`config.mk`:
```
export PLATFORM = sky130hd
export DESIGN_NAME = arp_rx_cache
export DESIGN_NICKNAME = d
export VERILOG_FILES = /design/src/rtl/arp_rx_cache.sv
export SDC_FILE = /design/constraint.sdc
export NUM_CORES = 1
export LEC_CHECK = 0
export CAP_MARGIN = 25
export CORE_MARGIN = 3
export CORE_UTILIZATION = 60
export DETAILED_ROUTE_END_ITERATION = 12
export PLACE_DENSITY = 0.81
export SLEW_MARGIN = 20
export SYNTH_ARGS = -nofsm -noshare
export SYNTH_HDL_FRONTEND = slang
export SYNTH_SLANG_ARGS = --single-unit
```
`constraint.sdc`:
```
create_clock -name gmii_rx_clk -period 51.8 [get_ports gmii_rx_clk]
set_input_delay 7.77 -clock gmii_rx_clk [delete_from_list [all_inputs] [get_ports gmii_rx_clk]]
set_output_delay 7.77 -clock gmii_rx_clk [all_outputs]
set_load 0.005 [all_outputs]
```
`src/rtl/arp_rx_cache.sv`:
```
// arp_rx_cache: GMII-side ARP receiver with a small round-robin IP->MAC cache.
// Accepted requests/replies are reported, requests to us raise reply_req, sender bindings are learned.
module arp_rx_cache #(
  parameter logic [47:0] BOARD_MAC    = 48'h12_34_56_78_9a_bc,
  parameter int unsigned CACHE_DEPTH  = 4,
  parameter bit          ACCEPT_REPLY = 1'b1,
  parameter bit          LEARN_ALL    = 1'b0
) (
  input  logic        gmii_rx_clk,
  input  logic        rst,
  input  logic        gmii_rx_dv,
  input  logic [7:0]  gmii_rxd,
  input  logic [31:0] local_ip,
  input  logic        cache_flush,
  output logic        arp_valid,
  output logic        arp_is_req,
  output logic [47:0] arp_src_mac,
  output logic [31:0] arp_src_ip,
  output logic        reply_req,
  input  logic [31:0] lookup_ip,
  output logic        lookup_hit,
  output logic [47:0] lookup_mac,
  output logic [15:0] drop_cnt
);
  localparam int unsigned PW  = (CACHE_DEPTH > 1) ? $clog2(CACHE_DEPTH) : 1;
  localparam int unsigned SRW = 160;

  localparam logic [2:0] IDLE     = 3'd0;
  localparam logic [2:0] PREAMBLE = 3'd1;
  localparam logic [2:0] ETH_HEAD = 3'd2;
  localparam logic [2:0] ARP_HEAD = 3'd3;
  localparam logic [2:0] ARP_DATA = 3'd4;
  localparam logic [2:0] COMMIT   = 3'd5;
  localparam logic [2:0] DRAIN    = 3'd6;

  logic [2:0]     state, nxt_state;
  logic [4:0]     cnt, nxt_cnt;
  logic           drop_inc, accept, learn;
  logic [SRW-1:0] sr;
  logic [47:0]    da;
  logic           oper_req;
  logic [63:0]    hdr;
  logic           eth_ok, arp_ok;
  logic [47:0]    sha, tha;
  logic [31:0]    spa, tpa;

  logic [CACHE_DEPTH-1:0] ent_valid;
  logic [31:0]            ent_ip  [CACHE_DEPTH];
  logic [47:0]            ent_mac [CACHE_DEPTH];
  logic [PW-1:0]          ptr, match_idx;
  logic                   match_found, lk_hit_c;
  logic [47:0]            lk_mac_c;

  // Current byte joined with the previous seven: used for the TYPE and ARP header checks.
  assign hdr = {sr[55:0], gmii_rxd};
  assign sha = sr[159:112];
  assign spa = sr[111:80];
  assign tha = sr[79:32];
  assign tpa = sr[31:0];

  assign eth_ok = ((da == 48'hFFFF_FFFF_FFFF) || (da == BOARD_MAC)) && (hdr[15:0] == 16'h0806);
  assign arp_ok = (hdr[63:48] == 16'h0001) && (hdr[47:32] == 16'h0800) &&
                  (hdr[31:24] == 8'h06) && (hdr[23:16] == 8'h04) &&
                  ((hdr[15:0] == 16'h0001) || (ACCEPT_REPLY && (hdr[15:0] == 16'h0002)));
  assign learn  = (state == COMMIT) && (accept || LEARN_ALL) && (spa != 32'h0);

  always_ff @(posedge gmii_rx_clk or posedge rst) begin
    if (rst) begin
      state <= IDLE;
      cnt   <= '0;
    end else begin
      state <= nxt_state;
      cnt   <= nxt_cnt;
    end
  end

  // Next-state, byte counter, drop and accept decisions.
  always_comb begin
    nxt_state = state;
    nxt_cnt   = cnt;
    drop_inc  = 1'b0;
    accept    = 1'b0;
    case (state)
      IDLE: begin
        if (gmii_rx_dv) begin
          if (gmii_rxd == 8'h55) begin
            nxt_state = PREAMBLE;
            nxt_cnt   = 5'd1;
          end else begin
            nxt_state = DRAIN;
          end
        end
      end
      PREAMBLE: begin
        if (!gmii_rx_dv) nxt_state = IDLE;
        else if (gmii_rxd == 8'h55) begin
          if (cnt == 5'd7) nxt_state = DRAIN;
          else nxt_cnt = cnt + 5'd1;
        end else if (gmii_rxd == 8'hD5) begin
          nxt_state = ETH_HEAD;
          nxt_cnt   = '0;
        end else nxt_state = DRAIN;
      end
      ETH_HEAD: begin
        if (!gmii_rx_dv) begin
          nxt_state = IDLE;
          drop_inc  = 1'b1;
        end else if (cnt == 5'd13) begin
          nxt_cnt = '0;
          if (eth_ok) nxt_state = ARP_HEAD;
          else begin
            nxt_state = DRAIN;
            drop_inc  = 1'b1;
          end
        end else nxt_cnt = cnt + 5'd1;
      end
      ARP_HEAD: begin
        if (!gmii_rx_dv) begin
          nxt_state = IDLE;
          drop_inc  = 1'b1;
        end else if (cnt == 5'd7) begin
          nxt_cnt = '0;
          if (arp_ok) nxt_state = ARP_DATA;
          else begin
            nxt_state = DRAIN;
            drop_inc  = 1'b1;
          end
        end else nxt_cnt = cnt + 5'd1;
      end
      ARP_DATA: begin
        if (!gmii_rx_dv) begin
          nxt_state = IDLE;
          drop_inc  = 1'b1;
        end else if (cnt == 5'd19) begin
          nxt_state = COMMIT;
          nxt_cnt   = '0;
        end else nxt_cnt = cnt + 5'd1;
      end
      COMMIT: begin
        accept    = (tpa == local_ip) && (oper_req || (tha == BOARD_MAC));
        drop_inc  = !accept;
        nxt_state = DRAIN;
      end
      DRAIN: begin
        if (!gmii_rx_dv) nxt_state = IDLE;
      end
      default: nxt_state = IDLE;
    endcase
  end

  // Cache search for learning (by SPA) and for the lookup port; lowest index wins.
  always_comb begin
    match_found = 1'b0;
    match_idx   = '0;
    lk_hit_c    = 1'b0;
    lk_mac_c    = '0;
    for (int unsigned i = 0; i < CACHE_DEPTH; i++) begin
      if (!match_found && ent_valid[i] && (ent_ip[i] == spa)) begin
        match_found = 1'b1;
        match_idx   = PW'(i);
      end
      if (!lk_hit_c && ent_valid[i] && (ent_ip[i] == lookup_ip)) begin
        lk_hit_c = 1'b1;
        lk_mac_c = ent_mac[i];
      end
    end
  end

  always_ff @(posedge gmii_rx_clk or posedge rst) begin
    if (rst) begin
      sr          <= '0;
      da          <= '0;
      oper_req    <= 1'b0;
      arp_valid   <= 1'b0;
      arp_is_req  <= 1'b0;
      arp_src_mac <= '0;
      arp_src_ip  <= '0;
      reply_req   <= 1'b0;
      lookup_hit  <= 1'b0;
      lookup_mac  <= '0;
      drop_cnt    <= '0;
      ent_valid   <= '0;
      ptr         <= '0;
      for (int unsigned i = 0; i < CACHE_DEPTH; i++) begin
        ent_ip[i]  <= '0;
        ent_mac[i] <= '0;
      end
    end else begin
      arp_valid  <= 1'b0;
      reply_req  <= 1'b0;
      lookup_hit <= lk_hit_c;
      lookup_mac <= lk_mac_c;
      if (gmii_rx_dv && ((state == ETH_HEAD) || (state == ARP_HEAD) || (state == ARP_DATA)))
        sr <= {sr[SRW-9:0], gmii_rxd};
      if (gmii_rx_dv && (state == ETH_HEAD) && (cnt < 5'd6))
        da <= {da[39:0], gmii_rxd};
      if (gmii_rx_dv && (state == ARP_HEAD) && (cnt == 5'd7))
        oper_req <= (hdr[15:0] == 16'h0001);
      if (accept) begin
        arp_valid   <= 1'b1;
        arp_is_req  <= oper_req;
        arp_src_mac <= sha;
        arp_src_ip  <= spa;
        reply_req   <= oper_req;
      end
      if (drop_inc) drop_cnt <= drop_cnt + 16'd1;
      // Flush beats a coincident learn.
      if (cache_flush) begin
        ent_valid <= '0;
        ptr       <= '0;
      end else if (learn) begin
        if (match_found) ent_mac[match_idx] <= sha;
        else begin
          ent_ip[ptr]    <= spa;
          ent_mac[ptr]   <= sha;
          ent_valid[ptr] <= 1'b1;
          ptr            <= (ptr == PW'(CACHE_DEPTH - 1)) ? '0 : ptr + 1'b1;
        end
      end
    end
  end
endmodule

```
Word-level counts from Yosys, hierarchy flattened
Index checks and enable logic that the tools add are counted.

Flip-flop bits (word level): 691. Output and inout port bits: 148. Input bits: 76. Logic and storage cells: 208.

Reduce and logical (&&, ||, !) cells: 51. Muxes and demuxes: 74. Order comparisons: 7. $add $sub $neg: 3. Bitwise operators: 5. Eq/ne operators: 45.

Operators with widths (number): $bwmux W192 (2); $eq A32 B32 Y1 (9); $mux W48 (6); $demux W48 S2 (2); $mux W192 (1); $bwmux W128 (1); $eq A48 B45 Y1 const B (2); $demux W32 S2 (1); $mux W5 (12); $eq A48 B48 Y1 const B (1); $mux W3 (14); $eq A16 B1 Y1 const B (2); $eq A16 B12 Y1 const B (2); $mux W32 (1); $reduce_bool A32 Y1 (1); $logic_and A1 B1 Y1 (30); $pmux W5 S5 (1); $pmux W3 S7 (1); $mux W1 (20); $add A16 B1 Y16 const B (1); $eq A16 B2 Y1 const B (1); $eq A8 B3 Y1 const B (2); $ne A2 B2 Y1 const B (8); $mux W2 (7); other kinds (34) (57).

Depth between registers and ports, before layout
Depth after elaboration: 22. Gate-level depth with buffers: 11. Mapped depth without buffers: 8.

Least setup slack after synthesis
OpenSTA, ideal clock, no wires.

Path kind: input to register. Start point: in lookup_ip[19]. End point: reg lookup_mac[17]. Slack: 41.826 ns. Setup time: 0.066 ns. Stages: 9. Required time: 51.734 ns. Buffers on the path: 2. Arrival: 9.908 ns. Path through: xnor2_1 -> nand4_1 -> nor4_1 -> nand4_1 -> or4_1 -> nor3_1 -> clkbuf_1 -> clkbuf_1 -> a221o_1.

Longest elaborated chain between the ends: 15. Elaborated cells on any way between the ends: 21. Classes of those cells: eq/ne: 4; mux: 7; reduce/logical: 10.

Ends and longest elaborated chain: from (decl) (line 20) `input logic [31:0] lookup_ip,`; $eq A32 B32 Y1 (line 162) `if (!lk_hit_c && ent_valid[i] && (ent_ip[i] == lookup_ip)) begin`; $logic_and A1 B1 Y1 (line 162); $mux W1 (line 162); $logic_not A1 Y1 (line 162); $logic_and A1 B1 Y1 (2 in series) (line 162); $mux W1 (line 162); $logic_not A1 Y1 (line 162); $logic_and A1 B1 Y1 (2 in series) (line 162); $mux W1 (line 162); $logic_not A1 Y1 (line 162); $logic_and A1 B1 Y1 (2 in series) (line 162); $mux W48 * (line 162); via lk_mac_c[17] (line 52) `logic [47:0] lk_mac_c;`; to (signal assigned) (line 192) `lookup_mac <= lk_mac_c;`; to (decl) (line 22) `output logic [47:0] lookup_mac,`.

The timed path passes the listed nets; every way through them passes the cells marked *. A chain may end at the register's enable or synchronous reset.

Final worst setup path
Start point: in local_ip[31]. End point: reg ent_mac[160] (netlist bit).

Longest elaborated chain between the ends: 6.

Ends and longest elaborated chain: from (decl) (line 13) `input logic [31:0] local_ip,`; $eq A32 B32 Y1 (line 140) `accept = (tpa == local_ip) && (oper_req || (tha == BOARD_MAC));`; $logic_and A1 B1 Y1 (line 140); $mux W1 (line 83) `case (state)`; $logic_and A1 B1 Y1 (2 in series) (line 65) `assign learn = (state == COMMIT) && (accept || LEARN_ALL) && (spa != 32'h0);`; $reduce_and A2 Y1 (no source line); to (signal, indexed assignment) (line 186) `ent_mac[i] <= '0;`; to (signal, indexed assignment) (line 212) `if (match_found) ent_mac[match_idx] <= sha;`; to (signal, indexed assignment) (line 215) `ent_mac[ptr] <= sha;`; to (decl) (line 49) `logic [47:0] ent_mac [CACHE_DEPTH];`.

No other way between the ends.

==> results.tsv <==
stage	metric	value	unit
global_routing	most heavily used metal layer in global routing	met2	
worst_setup_path	start-to-end type of the worst setup path	in2reg	
synth	number of flops mapped to enable cells by yosys	0	
floorplanning	starting density of the core	61.4	%
worst_setup_path	cells along the critical path	clkdlybuf4s50_1, xnor2_1, nand4_1, nor4_1, nand3_2, nor2_4, buf_4, nor4b_4, buf_4, mux2_2	
placement	IO buf count	223	
clock_network	number of buffers added by the clock tree synthesis step	73	
clock_network	clock latency on the worst-skew pair	0.63	ns
synth	Cell Area, Synth	32700	µm²
worst_setup_path	Crit. End Element	flop	
sta	number of hold violations in the final report	0	
clock_network	maximum level of the CTS H-tree	3	
layout	share of cells above drive strength 1	23.0	%
route	drt first-iter violations	2277	
layout	Filler Cell Count	3681	
layout	final net count	2934	
sta	count of final max-slew check failures	0	
layout	commonest non-fill, non-tap cell in the layout	dfrtp_1	
clock_network	Resized Gates After CTS	0	
route	residual antenna-violating net count after detailed routing	0	
global_routing	total congestion overflow after global routing	0	
sta	worst clock skew	0.0253	ns
global_routing	global-route met2 utilization	50.4	%
sta	worst hold slack	0.464	ns
route	number of DRC violations after detailed routing	0	
synth	count of distinct cell types in the synthesized netlist	63	
layout	commonest cells after routing, fill and taps aside	dfrtp_1 (691), mux2_2 (477), clkdlybuf4s50_1 (223), xor2_1 (200), nand3_1 (121)	
worst_setup_path	Data arrival, critical path	11.75	ns
route	mean number of vias per cell	6.44	
global_routing	met1 demand-to-capacity share in global routing	44.6	%
sta	unrepaired setup endpoints after global routing	false	
global_routing	Overall Global Routing Usage	31.8	%
synth	top_reg_cell synth	dfrtp_1	
global_routing	largest net degree at the start of global routing	127	
global_routing	number of global-route vias before repair	23400	
synth	Gate Count Post-Synth	2684	
placement	routability cong.	0.950	
sta	share of the clock period used by the worst path	21.7	%
floorplanning	number of rows created at floorplan	84	
worst_setup_path	standard cell with the maximum stage delay on the critical path	nor4_1	
outcome	run status	finished, final reports clean	
synth	mean post-synth cell area	12.2	µm²
worst_setup_path	Worst EP required	52.30	ns
min_path	Min-Delay Path Class	reg2reg	
route	routed length per placed instance	25.3	µm
clock_network	buffer depth of the longest clock path	3	
sta	Tightest Pin Transition	1.01	ns
layout	fin area	38000	µm²
pwr	switching power as a share of total power	30.9	%
pwr	Sequential Power Share	46.1	%
sta	summed negative setup slack over all endpoints	0	ns
clock_network	quantity of hold-fixing buffers added after cts	0	
clock_network	clock root buffer	clkbuf_16	
global_routing	global-route wire length before repair	140000	µm
pwr	switching power	482	µW
worst_setup_path	most frequent CP cell	buf_4	
global_routing	GRT met3 Usage	6.40	%
clock_network	postcts setup bufs	0	
synth	number of synthesized register bits	691	
synth	Synth Warn #	0	
pwr	pwr/cell area	41.0	nW/µm²
pwr	proportion of power drawn by the clock network	34.1	%
clock_network	Clock Sinks	691	
route	Detailed Routing Iterations Pass 1	5	
sta	relative slew slack	32.5	%
pwr	static power due to leakage	0.0179	µW
pwr	combinational share of power	19.8	%
pwr	worst voltage drop across the vdd grid	0.0000351	V
floorplanning	chip height	240	µm
route	Routed Wire Length	90800	µm
floorplanning	Die X	240	µm
placement	total placed instance area	35400	µm²
worst_setup_path	category of the worst setup path launch point	primary input	
synth	register area share after synthesis	52.8	%
floorplanning	Top Ports	224	
floorplanning	Core Region	53300	µm²
sta	Max Clk Rate	88.9	MHz
clock_network	Clk pin slew, worst setup/hold paths	0.06	ns
synth	share of synthesized flip-flops with an asynchronous set or reset	100	%
placement	half-perimeter wire length after placement	58500	µm
worst_setup_path	delay of the slowest cell on the worst path	0.77	ns
worst_setup_path	CP max FO	48	
layout	share of the core filled with cells in the final layout	71.3	%
layout	synthesis-to-finish area growth	16.0	%
sta	minimum period implied by the final worst setup slack	11.24	ns
floorplanning	die area	57400	µm²
pwr	internal cell power	1080	µW
synth	number of nets in the synthesized netlist	2769	
global_routing	antenna violations before repair	2	
clock_network	TritonCTS clock tree	done	
sta	setup-violating endpoint count in the final report	0	
flow_run	number of max-cap violations	0	
route	total via count in the routed design	23100	
layout	number of inserted diodes	0	
==> cells in the mapped netlist (12+ instances only) <==
cell type / count / area share (%)
a21oi_1: 17 / 0.26
a221o_1: 48 / 1.5
a22oi_1: 48 / 1.1
a32oi_1: 48 / 1.3
buf_2: 26 / 0.40
buf_6: 16 / 0.55
clkbuf_1: 135 / 1.5
dfrtp_1: 691 / 53
inv_1: 105 / 1.2
mux2_1: 85 / 2.9
mux2_2: 477 / 16
nand2_1: 34 / 0.39
nand3_1: 122 / 1.9
nand4_1: 107 / 2.0
nand4b_1: 12 / 0.32
nor2_1: 117 / 1.3
nor3_1: 25 / 0.38
nor4_1: 94 / 1.8
o21ai_0: 63 / 0.96
xnor2_1: 104 / 2.8
xor2_1: 200 / 5.4
==> final cells by class <==
class	count	area [µm²]	share of cell area [%]
Multi-Input combinational cell	1704	14300	37.6
Clock inverter	27	317	0.834
Inverter	105	402	1.06
Tap cell	688	861	2.27
Timing Repair Buffer	274	2700	7.10
Clock buffer	103	2130	5.61
Sequential cell	691	17300	45.5
==> metrics by stage <==
stage	setup WS, ns	power (µW)	instances
after floorplan	24.66	902	2684
after global placement	40.12	1020	3456
after detailed placement	39.95	1030	3458
after CTS	40.58	1560	3588
after global routing	40.32	1620	3592
final	40.56	1560	3592
==> registers in the layout (all words and copies together) (netlist names), 2 cells and up <==
signal	count
ent_mac	192
sr	160
ent_ip	128
arp_src_mac	48
da	48
lookup_mac	48
arp_src_ip	32
drop_cnt	16
cnt	5
ent_valid	4
state	3
ptr	2
==> kinds of logic after synthesis <==
kind of cell / Yosys count / synth area share (%)
XOR/XNOR: 304 / 8.14
AND/OR/NAND/NOR: 567 / 9.50
adder cells (fa/ha/maj): 9 / 0.344
buffers and inverters: 289 / 3.79
AO/OA/AOI/OAI: 261 / 6.03
flip-flops: 691 / 52.8
multiplexers: 563 / 19.4
==> power groups by stage <==
stage,logic [µW],registers [µW],clock network (µW)
2_1_floorplan,236,666,0
4_1_cts,307,714,538
5_1_grt,333,726,559
3_3_place_gp,297,719,0
6_report,308,718,531
3_5_place_dp,305,723,0
==> path summary, 6_finish.rpt <==
check / startpoint / endpoint / slack (ns) / depth (start not counted)
setup / recovery: local_ip[31] / ent_mac[160] / 40.56 / 10
hold / removal: drop_cnt[15] / drop_cnt[15] / 0.46 / 1
setup reg to reg: sr[71] / ent_mac[160] / 47.44 / 9
hold reg to reg: drop_cnt[15] / drop_cnt[15] / 0.46 / 1
max in group asynchronous: rst / arp_src_ip[21] / 40.85 / 5
min in group asynchronous: rst / lookup_mac[9] / 7.76 / 2
==> worst max-delay path: cells and delay by family <==
family                    cells  cell delay, ns
muxes                         1            0.42
and+or+nand+nor               5            1.73
buffers and inverters         3            1.58
xor gates and xnor gates      1            0.21
==> metal layers <==
layer | vias up | routed length, µm | part of all wire, %
li1 | 10000 | - | -
met1 | 12000 | 38400 | 42
met2 | 941 | 42600 | 47
met3 | 201 | 7030 | 7.7
met4 | 0 | 2770 | 3.0
met5 | - | 0 | 0
No activity file was read; power rests on OpenSTA's default activity.
